**config.mk**
```make
export PLATFORM = sky130hd
export DESIGN_NAME = pay_settle
export DESIGN_NICKNAME = d
export VERILOG_FILES = /design/src/rtl/pay_settle_pkg.sv /design/src/rtl/pay_timeout.sv /design/src/rtl/pay_settle.sv
export SDC_FILE = /design/constraint.sdc
export NUM_CORES = 1
export LEC_CHECK = 0
export ABC_CLOCK_PERIOD_IN_PS = 5810
export CORE_UTILIZATION = 38
export DETAILED_ROUTE_END_ITERATION = 8
export PLACE_DENSITY_LB_ADDON = 0.12
export SETUP_SLACK_MARGIN = 0.2
export SLEW_MARGIN = 5
export SYNTH_ARGS = -nofsm -noshare
export SYNTH_HDL_FRONTEND = slang
export SYNTH_HIERARCHICAL = 1
export SYNTH_SLANG_ARGS = --single-unit
```
**constraint.sdc**
```tcl
create_clock -name clk -period 5.81 [get_ports clk]
set_clock_uncertainty 0.15 [all_clocks]
set_input_delay 1.162 -clock clk [delete_from_list [all_inputs] [get_ports clk]]
set_output_delay 1.162 -clock clk [all_outputs]
set_load 0.03 [all_outputs]
```
**src/rtl/pay_settle_pkg.sv**
```systemverilog
// rtl/pay_settle_pkg.sv - shared states, denomination codes and code-to-value decode for pay_settle
//
// Contents:
//   ST_*        settlement FSM state encodings (2-bit)
//   CODE_*      denomination codes presented on the paid input
//   code_value  maps a denomination code to its face value (0 for codes 0 and 7)
package pay_settle_pkg;

    typedef logic [1:0] state_t;

    localparam state_t ST_IDLE    = 2'd0;
    localparam state_t ST_COLLECT = 2'd1;
    localparam state_t ST_DONE    = 2'd2;
    localparam state_t ST_FAIL    = 2'd3;

    localparam logic [2:0] CODE_NONE = 3'd0;
    localparam logic [2:0] CODE_1    = 3'd1;
    localparam logic [2:0] CODE_2    = 3'd2;
    localparam logic [2:0] CODE_5    = 3'd3;
    localparam logic [2:0] CODE_10   = 3'd4;
    localparam logic [2:0] CODE_20   = 3'd5;
    localparam logic [2:0] CODE_50   = 3'd6;

    function automatic logic [7:0] code_value(input logic [2:0] code);
        logic [7:0] v;
        case (code)
            CODE_1:  v = 8'd1;
            CODE_2:  v = 8'd2;
            CODE_5:  v = 8'd5;
            CODE_10: v = 8'd10;
            CODE_20: v = 8'd20;
            CODE_50: v = 8'd50;
            CODE_NONE: v = 8'd0;
            default: v = 8'd0;
        endcase
        return v;
    endfunction

endpackage

```
**src/rtl/pay_timeout.sv**
```systemverilog
// rtl/pay_timeout.sv - idle-cycle counter that flags expiry after TIMEOUT_CYC cycles
//
// Ports:
//   clk       clock, rising edge
//   rst       synchronous active-high reset
//   clear_i   forces the count back to zero (takes priority over enable_i)
//   enable_i  counts one cycle per clock while high
//   expire_o  high while enabled and the count has reached TIMEOUT_CYC-1
module pay_timeout #(
    parameter int unsigned TIMEOUT_CYC = 500_000_000
) (
    input  logic clk,
    input  logic rst,
    input  logic clear_i,
    input  logic enable_i,
    output logic expire_o
);

    localparam int unsigned CW = (TIMEOUT_CYC > 1) ? $clog2(TIMEOUT_CYC) : 1;
    localparam logic [CW-1:0] LAST = CW'(TIMEOUT_CYC - 1);

    logic [CW-1:0] cnt_q;

    always_ff @(posedge clk) begin
        if (rst || clear_i) begin
            cnt_q <= '0;
        end else if (enable_i && (cnt_q != LAST)) begin
            // Parks at LAST so the counter can never wrap back to a quiet value.
            cnt_q <= cnt_q + 1'b1;
        end
    end

    assign expire_o = enable_i && (cnt_q == LAST);

endmodule

```
**src/rtl/pay_settle.sv**
```systemverilog
// rtl/pay_settle.sv - payment session settlement: accumulate coins, finish on price met or abort
//
// Ports:
//   clk         clock, rising edge
//   rst         synchronous active-high reset
//   enterpay    session request level; a rising level starts a session
//   paid        denomination code (0 = nothing); a change to codes 1..6 is one insert
//   price       amount due, latched at session start
//   cancel      user abort level
//   busy        high while collecting
//   paid_total  saturating sum accepted this session (held after the session)
//   change      amount returned at session end (held after the session)
//   pay_done    one-cycle pulse when the price was met
//   pay_fail    one-cycle pulse on cancel, enterpay drop or timeout
import pay_settle_pkg::*;

module pay_settle #(
    parameter int unsigned TIMEOUT_CYC = 500_000_000,
    parameter int unsigned AMT_W       = 8
) (
    input  logic             clk,
    input  logic             rst,
    input  logic             enterpay,
    input  logic [2:0]       paid,
    input  logic [AMT_W-1:0] price,
    input  logic             cancel,
    output logic             busy,
    output logic [AMT_W-1:0] paid_total,
    output logic [AMT_W-1:0] change,
    output logic             pay_done,
    output logic             pay_fail
);

    state_t           state_q, state_d;
    logic [2:0]       paid_q;
    logic             ep_q;
    logic [AMT_W-1:0] price_q, price_d;
    logic [AMT_W-1:0] total_q, total_d;
    logic [AMT_W-1:0] change_q, change_d;

    logic             insert;
    logic             start;
    logic             expire;
    logic             abort;
    logic [AMT_W:0]   sum_wide;
    logic [AMT_W-1:0] sum_sat;

    // A held code is a single insert; only a transition onto a real denomination counts.
    assign insert = (paid != paid_q) && (paid >= CODE_1) && (paid <= CODE_50);
    assign start  = enterpay && !ep_q;

    assign sum_wide = {1'b0, total_q}
                    + (insert ? (AMT_W+1)'(code_value(paid)) : '0);
    assign sum_sat  = sum_wide[AMT_W] ? '1 : sum_wide[AMT_W-1:0];

    assign abort = cancel || !enterpay || expire;

    // Counter sits at zero outside COLLECT so every session starts with a full window.
    pay_timeout #(
        .TIMEOUT_CYC (TIMEOUT_CYC)
    ) u_timeout (
        .clk      (clk),
        .rst      (rst),
        .clear_i  ((state_q != ST_COLLECT) || insert),
        .enable_i (state_q == ST_COLLECT),
        .expire_o (expire)
    );

    always_comb begin
        state_d  = state_q;
        price_d  = price_q;
        total_d  = total_q;
        change_d = change_q;
        case (state_q)
            ST_IDLE: begin
                if (start) begin
                    price_d  = price;
                    total_d  = '0;
                    change_d = '0;
                    state_d  = (price == '0) ? ST_DONE : ST_COLLECT;
                end
            end
            ST_COLLECT: begin
                total_d = sum_sat;
                // Abort outranks completion; a coin arriving with the abort is refunded.
                if (abort) begin
                    change_d = sum_sat;
                    state_d  = ST_FAIL;
                end else if (sum_sat >= price_q) begin
                    change_d = sum_sat - price_q;
                    state_d  = ST_DONE;
                end
            end
            default: state_d = ST_IDLE;
        endcase
    end

    always_ff @(posedge clk) begin
        if (rst) begin
            state_q  <= ST_IDLE;
            paid_q   <= '0;
            ep_q     <= 1'b0;
            price_q  <= '0;
            total_q  <= '0;
            change_q <= '0;
        end else begin
            state_q  <= state_d;
            paid_q   <= paid;
            ep_q     <= enterpay;
            price_q  <= price_d;
            total_q  <= total_d;
            change_q <= change_d;
        end
    end

    assign busy       = (state_q == ST_COLLECT);
    assign pay_done   = (state_q == ST_DONE);
    assign pay_fail   = (state_q == ST_FAIL);
    assign paid_total = total_q;
    assign change     = change_q;

endmodule
```
Word-level counts from Yosys, hierarchy flattened --
Cells that the tools add are included. W data, S select, Z words.
Operators by class: div/mod/pow operators 0, multiply operators 0, reduce and logical (&&, ||, !) cells 18, order comparisons 3, muxes and demuxes 13, shift-type cells 0, eq/ne operators 15, add/sub/neg operators 3, bitwise operators 0
Operator list (count):
- $mux W8 | 5
- $pmux W6 S6 | 1
- $pmux W8 S2 | 2
- $add A29 B1 Y29 const B | 1
- $eq A29 B29 Y1 const B | 1
- $ne A29 B29 Y1 const B | 1
- $add A8 B8 Y9 | 1
- $eq A3 B3 Y1 const B | 3
- $ge A8 B8 Y1 | 1
- $logic_not A8 Y1 | 1
- $mux W2 | 4
- $sub A8 B8 Y8 | 1
- $eq A3 B2 Y1 const B | 2
- $reduce_and A2 Y1 | 3
- $logic_and A1 B1 Y1 | 5
- $eq A2 B2 Y1 const B | 2
- $logic_or A1 B1 Y1 | 4
- $pmux W2 S2 | 1
- $eq A3 B1 Y1 const B | 1
- $ge A3 B1 Y1 const B | 1
- $le A3 B3 Y1 const B | 1
- $ne A3 B3 Y1 | 1
- $ne A3 B3 Y1 const B | 1
- $reduce_and A3 Y1 | 1
- other kinds (6) | 7
Storage, ports and cells: bits in registers 59, memory bits (read-only) 0, bits in writable memories 0, input bits 15, output and inout port bits 19, word-level logic and storage cells 59, memories 0, bits in latches 0

Longest topological paths before layout --
depth after elaboration 10, mapped depth 20, mapped depth without buffers 18

Cells and area by module --
The synthesis kept the hierarchy.
Modules (own cells, without submodules):
- pay_settle | seq. area each 600.6 µm², cells an instance 274, instances 1, area each 2132.0 µm²
- pay_timeout | seq. area each 580.6 µm², cells an instance 158, instances 1, area each 1447.6 µm²

Worst setup path after synthesis --
Ideal clock, no wire load.
kind input to register, start input paid[1], end register change_q[0] (netlist: change[0]), cell stages on the path 19, buffers on the path 2, data arrival time 4.623 ns, data required time 5.543 ns, setup slack 0.921 ns, library setup time 0.117 ns, path through clkbuf_1 o21ai_0 a21oi_1 nor2_1 nor3_1 fa_1 a21oi_1 o21ai_1 o2111ai_2 and2b_1 ha_1 fa_1 nand2b_1 a21oi_2 o21a_2 o21ai_4 nor2b_4 buf_6 a22o_1
Between the ends: longest elaborated chain between the ends 10, elaborated cells on any way between the ends 22, those cells by class 2 x add/sub; 3 x order compare; 8 x eq/ne; 6 x mux; 3 x reduce/logical
Ends and longest elaborated chain:
- from (decl) | RTL line pay_settle.sv:24 | input logic [2:0] paid,
- $ge A3 B1 Y1 or $ne A3 B3 Y1 (tied branches) | RTL line pay_settle.sv:49 | assign insert = (paid != paid_q) && (paid >= CODE_1) && (paid <= CODE_50);
- $logic_and A1 B1 Y1 (2 in series) | RTL line pay_settle.sv:49
- $mux W8 * | RTL line pay_settle.sv:53 | + (insert ? (AMT_W+1)'(code_value(paid)) : '0);
- $add A8 B8 Y9 * | RTL line pay_settle.sv:53
- $mux W8 * | RTL line pay_settle.sv:54 | assign sum_sat = sum_wide[AMT_W] ? '1 : sum_wide[AMT_W-1:0];
- $sub A8 B8 Y8 | RTL line pay_settle.sv:90 | change_d = sum_sat - price_q;
- $mux W8 | RTL line pay_settle.sv:89 | end else if (sum_sat >= price_q) begin
- $mux W8 | RTL line pay_settle.sv:86 | if (abort) begin
- $pmux W8 S2 | RTL line pay_settle.sv:74 | case (state_q)
- to (signal assigned) | RTL line pay_settle.sv:112 | change_q <= change_d;
- to (decl) | RTL line pay_settle.sv:39 | logic [AMT_W-1:0] change_q, change_d;
Mark *: on every way between the ends. The rest lies on a longest branch, timed or not. The select of a mux whose other input is x is not followed. A chain may end at the register's enable or synchronous reset.

Final worst setup path --
start input paid[1], end register change_q[3] (netlist: change[3])
The elaborated chain is that of the path after synthesis.

==> impl_metrics.env <==
export IMPL_critPathKind="in2reg"
export IMPL_rsz0062_at_grt="false"
export IMPL_synthCells=432
export IMPL_crit_chain="clkdlybuf4s50_1 > o21ai_0 > a21oi_1 > nor2_1 > nor3_1 > fa_1 > a21oi_1 > o21ai_1 > o2111ai_2 > and2b_1 > ha_1 > fa_1 > nand2b_1 > a21oi_2 > o21a_2 > nor2_1 > or3_4 > o2bb2ai_1"
export IMPL_final_setup_viol_count=0
export IMPL_routedWlPerCell_um=14.6
export IMPL_tns_ps=0
export IMPL_grt_pass1_vias=2965
export IMPL_synth_area_mm2=0.00358
export IMPL_track_usage=0.182
export IMPL_critPathSlowestCell="clkdlybuf4s50_1"
export IMPL_endpoint_kind="flip-flop"
export IMPL_ys_warn_count=6
export IMPL_period_minus_slack_ps=5230
export IMPL_io_buffers=33
export IMPL_core_mm2=0.00920
export IMPL_initial_core_util=0.389
export IMPL_die_x_um=99.1
export IMPL_cts_buffers_inserted=9
export IMPL_root_buffer="clkbuf_8"
export IMPL_io_pins=34
export IMPL_antenna_cells=0
export IMPL_ir_drop_mv=0.0852
export IMPL_synth_distinct_cells=69
export IMPL_synth_avg_cell_area_um2=8.29
export IMPL_clock_path_buffers=2
export IMPL_post_cts_buffers=0
export IMPL_dieArea_mm2=0.00981
export IMPL_holdCritPathClass="reg2reg"
export IMPL_synth_most_common_cell="dfxtp_1"
export IMPL_placed_cell_area_mm2=0.00401
export IMPL_fill_cells=926
export IMPL_cp_data_required_time_ps=5940
export IMPL_wirelength_um=8450
export IMPL_power_w=0.00103
export IMPL_die_height_um=99.1
export IMPL_critPathMaxFanout=11
export IMPL_dr_pass1_iters=4
export IMPL_clock_fmax_mhz=191
export IMPL_grt_max_degree=26
export IMPL_grt_pass1_wl_um=14100
export IMPL_layout_drive_gt1_share=0.0938
export IMPL_async_flop_share=0
export IMPL_final_area_mm2=0.00421
export IMPL_yosys_top_cells_area="dfxtp_1 33%, nand2_1 5.5%, xor2_1 5.4%, ha_1 5.2%, nor2_1 5.2%"
export IMPL_gp_congestion=0.898
export IMPL_cts_sinks=59
export IMPL_htreeDepth=3
export IMPL_grt_overflow=0
export IMPL_final_cells=580
export IMPL_slew_headroom=0.540
export IMPL_yosysSeqAreaShare=0.330
export IMPL_hold_viol=0
export IMPL_drv_cap=0
export IMPL_status="complete, no violations"
export IMPL_p_leak_nw=1.52
export IMPL_cpPeakStageDelay_ps=680
export IMPL_synthesis_nets=464
export IMPL_final_nets=496
export IMPL_yosysTopAreaCell="dfxtp_1"
export IMPL_route_detailed_drc=0
export IMPL_maxSlewViolCount=0
export IMPL_synth_common_cells="59 x dfxtp_1, 52 x nand2_1, 50 x nor2_1"
export IMPL_vias_per_cell=5.42
export IMPL_worstSetupStartpointType="input port"
export IMPL_cts_resized=0
export IMPL_first_iter_violations=80
export IMPL_synth_edf_count=0
export IMPL_antenna_found_initial=0
export IMPL_dpl_hpwl_um=6250
export IMPL_min_period_over_period=0.900
export IMPL_std_cell_rows=35
export IMPL_cts_tree="yes"
export IMPL_yosys_register_bits=59
export IMPL_antenna_left=0
export IMPL_holdWs_ps=309
export IMPL_clk_pin_slew_ps=70
export IMPL_worst_pin_slew_ps=689
export IMPL_power_density_mw_per_mm2=245
export IMPL_vias=3142
export IMPL_arrival_ps=5350
export IMPL_syn_to_final_growth_pct=17.5
export IMPL_placed_cells=564
export IMPL_synth_top_area_share=0.330
export IMPL_ys_dominant_reg_cell="dfxtp_1"
export IMPL_cts_hold_repair_buffers=0
export IMPL_clock_latency_ps=340
## where the power goes
part           total [W]  switching (W)  internal (W)
registers       0.000429      0.0000113      0.000417
clock network   0.000383       0.000183      0.000200
logic           0.000219       0.000130     0.0000897
total            0.00103       0.000324      0.000707
## per-layer routing
layer / GRT usage / wire (µm) / part of all wire / vias up
met4: 0.0667 / 216 / 0.026 / 0
met5: 0 / 0 / 0 / -
met1: 0.220 / 3850 / 0.46 / 1461
met3: 0.0546 / 309 / 0.037 / 15
li1: - / - / - / 1599
met2: 0.306 / 4070 / 0.48 / 67
## registers in the layout (all words and copies together), names as in the netlist
signal,flops
paid_q,3
state_q,2
price_q,8
change,8
ep_q,1
u_timeout/cnt_q,29
paid_total,8
## kinds of logic after synthesis
group	count (synthesis)	synth area share
AND/OR/NAND/NOR	198	0.305
AO/OA/AOI/OAI	87	0.165
flip-flops	59	0.330
buffers and inverters	32	0.0360
XOR/XNOR	29	0.0710
adder cells (fa/ha/maj)	17	0.0636
multiplexers	10	0.0294
## critical path, delay by kind of cell
family / cells / cell delay (ps)
adders and majority gates: 3 / 890
buffers and inverters: 1 / 680
AOI/OAI and AO/OA: 8 / 1370
and+or+nand+nor: 6 / 1250
## through the flow
step | setup slack, ps | util
after floorplan | 921 | -
after global placement | 344 | 0.436
after detailed placement | 265 | 0.436
after CTS | 590 | 0.457
after global routing | 253 | 0.457
final | 581 | 0.457
## cells in the final DEF, fill, tap and decap left out, drive strengths merged, types with 14 or more instances in the layout
cell / synthesis / final
nand4: 14 / 14
ha: 15 / 15
nor2: 50 / 50
o21ai: 16 / 16
dfxtp: 59 / 59
xor2: 22 / 22
inv: 16 / 17
a21oi: 34 / 34
nand3: 19 / 19
clkdlybuf4s50: 0 / 33
nand2: 53 / 53
## layout make-up
class | instances | area (µm²) | share of cell area
Sequential cell | 59 | 1180 | 0.281
Clock buffer | 9 | 124 | 0.0294
Tap cell | 111 | 139 | 0.0330
Clock inverter | 7 | 76.3 | 0.0181
Inverter | 17 | 63.8 | 0.0152
Multi-Input combinational cell | 341 | 2270 | 0.540
Timing Repair Buffer | 36 | 353 | 0.0839
## path summary, 6_finish.rpt
check | start | end | slack (ps) | depth (start not counted)
hold / removal | price_q[3] | price_q[3] | 310 | 2
hold reg to reg | price_q[3] | price_q[3] | 310 | 2
setup / recovery | paid[1] | change[3] | 580 | 18
setup reg to reg | paid_q[0] | change[3] | 1550 | 18
Note: power is estimated with default switching activity, not from simulation.
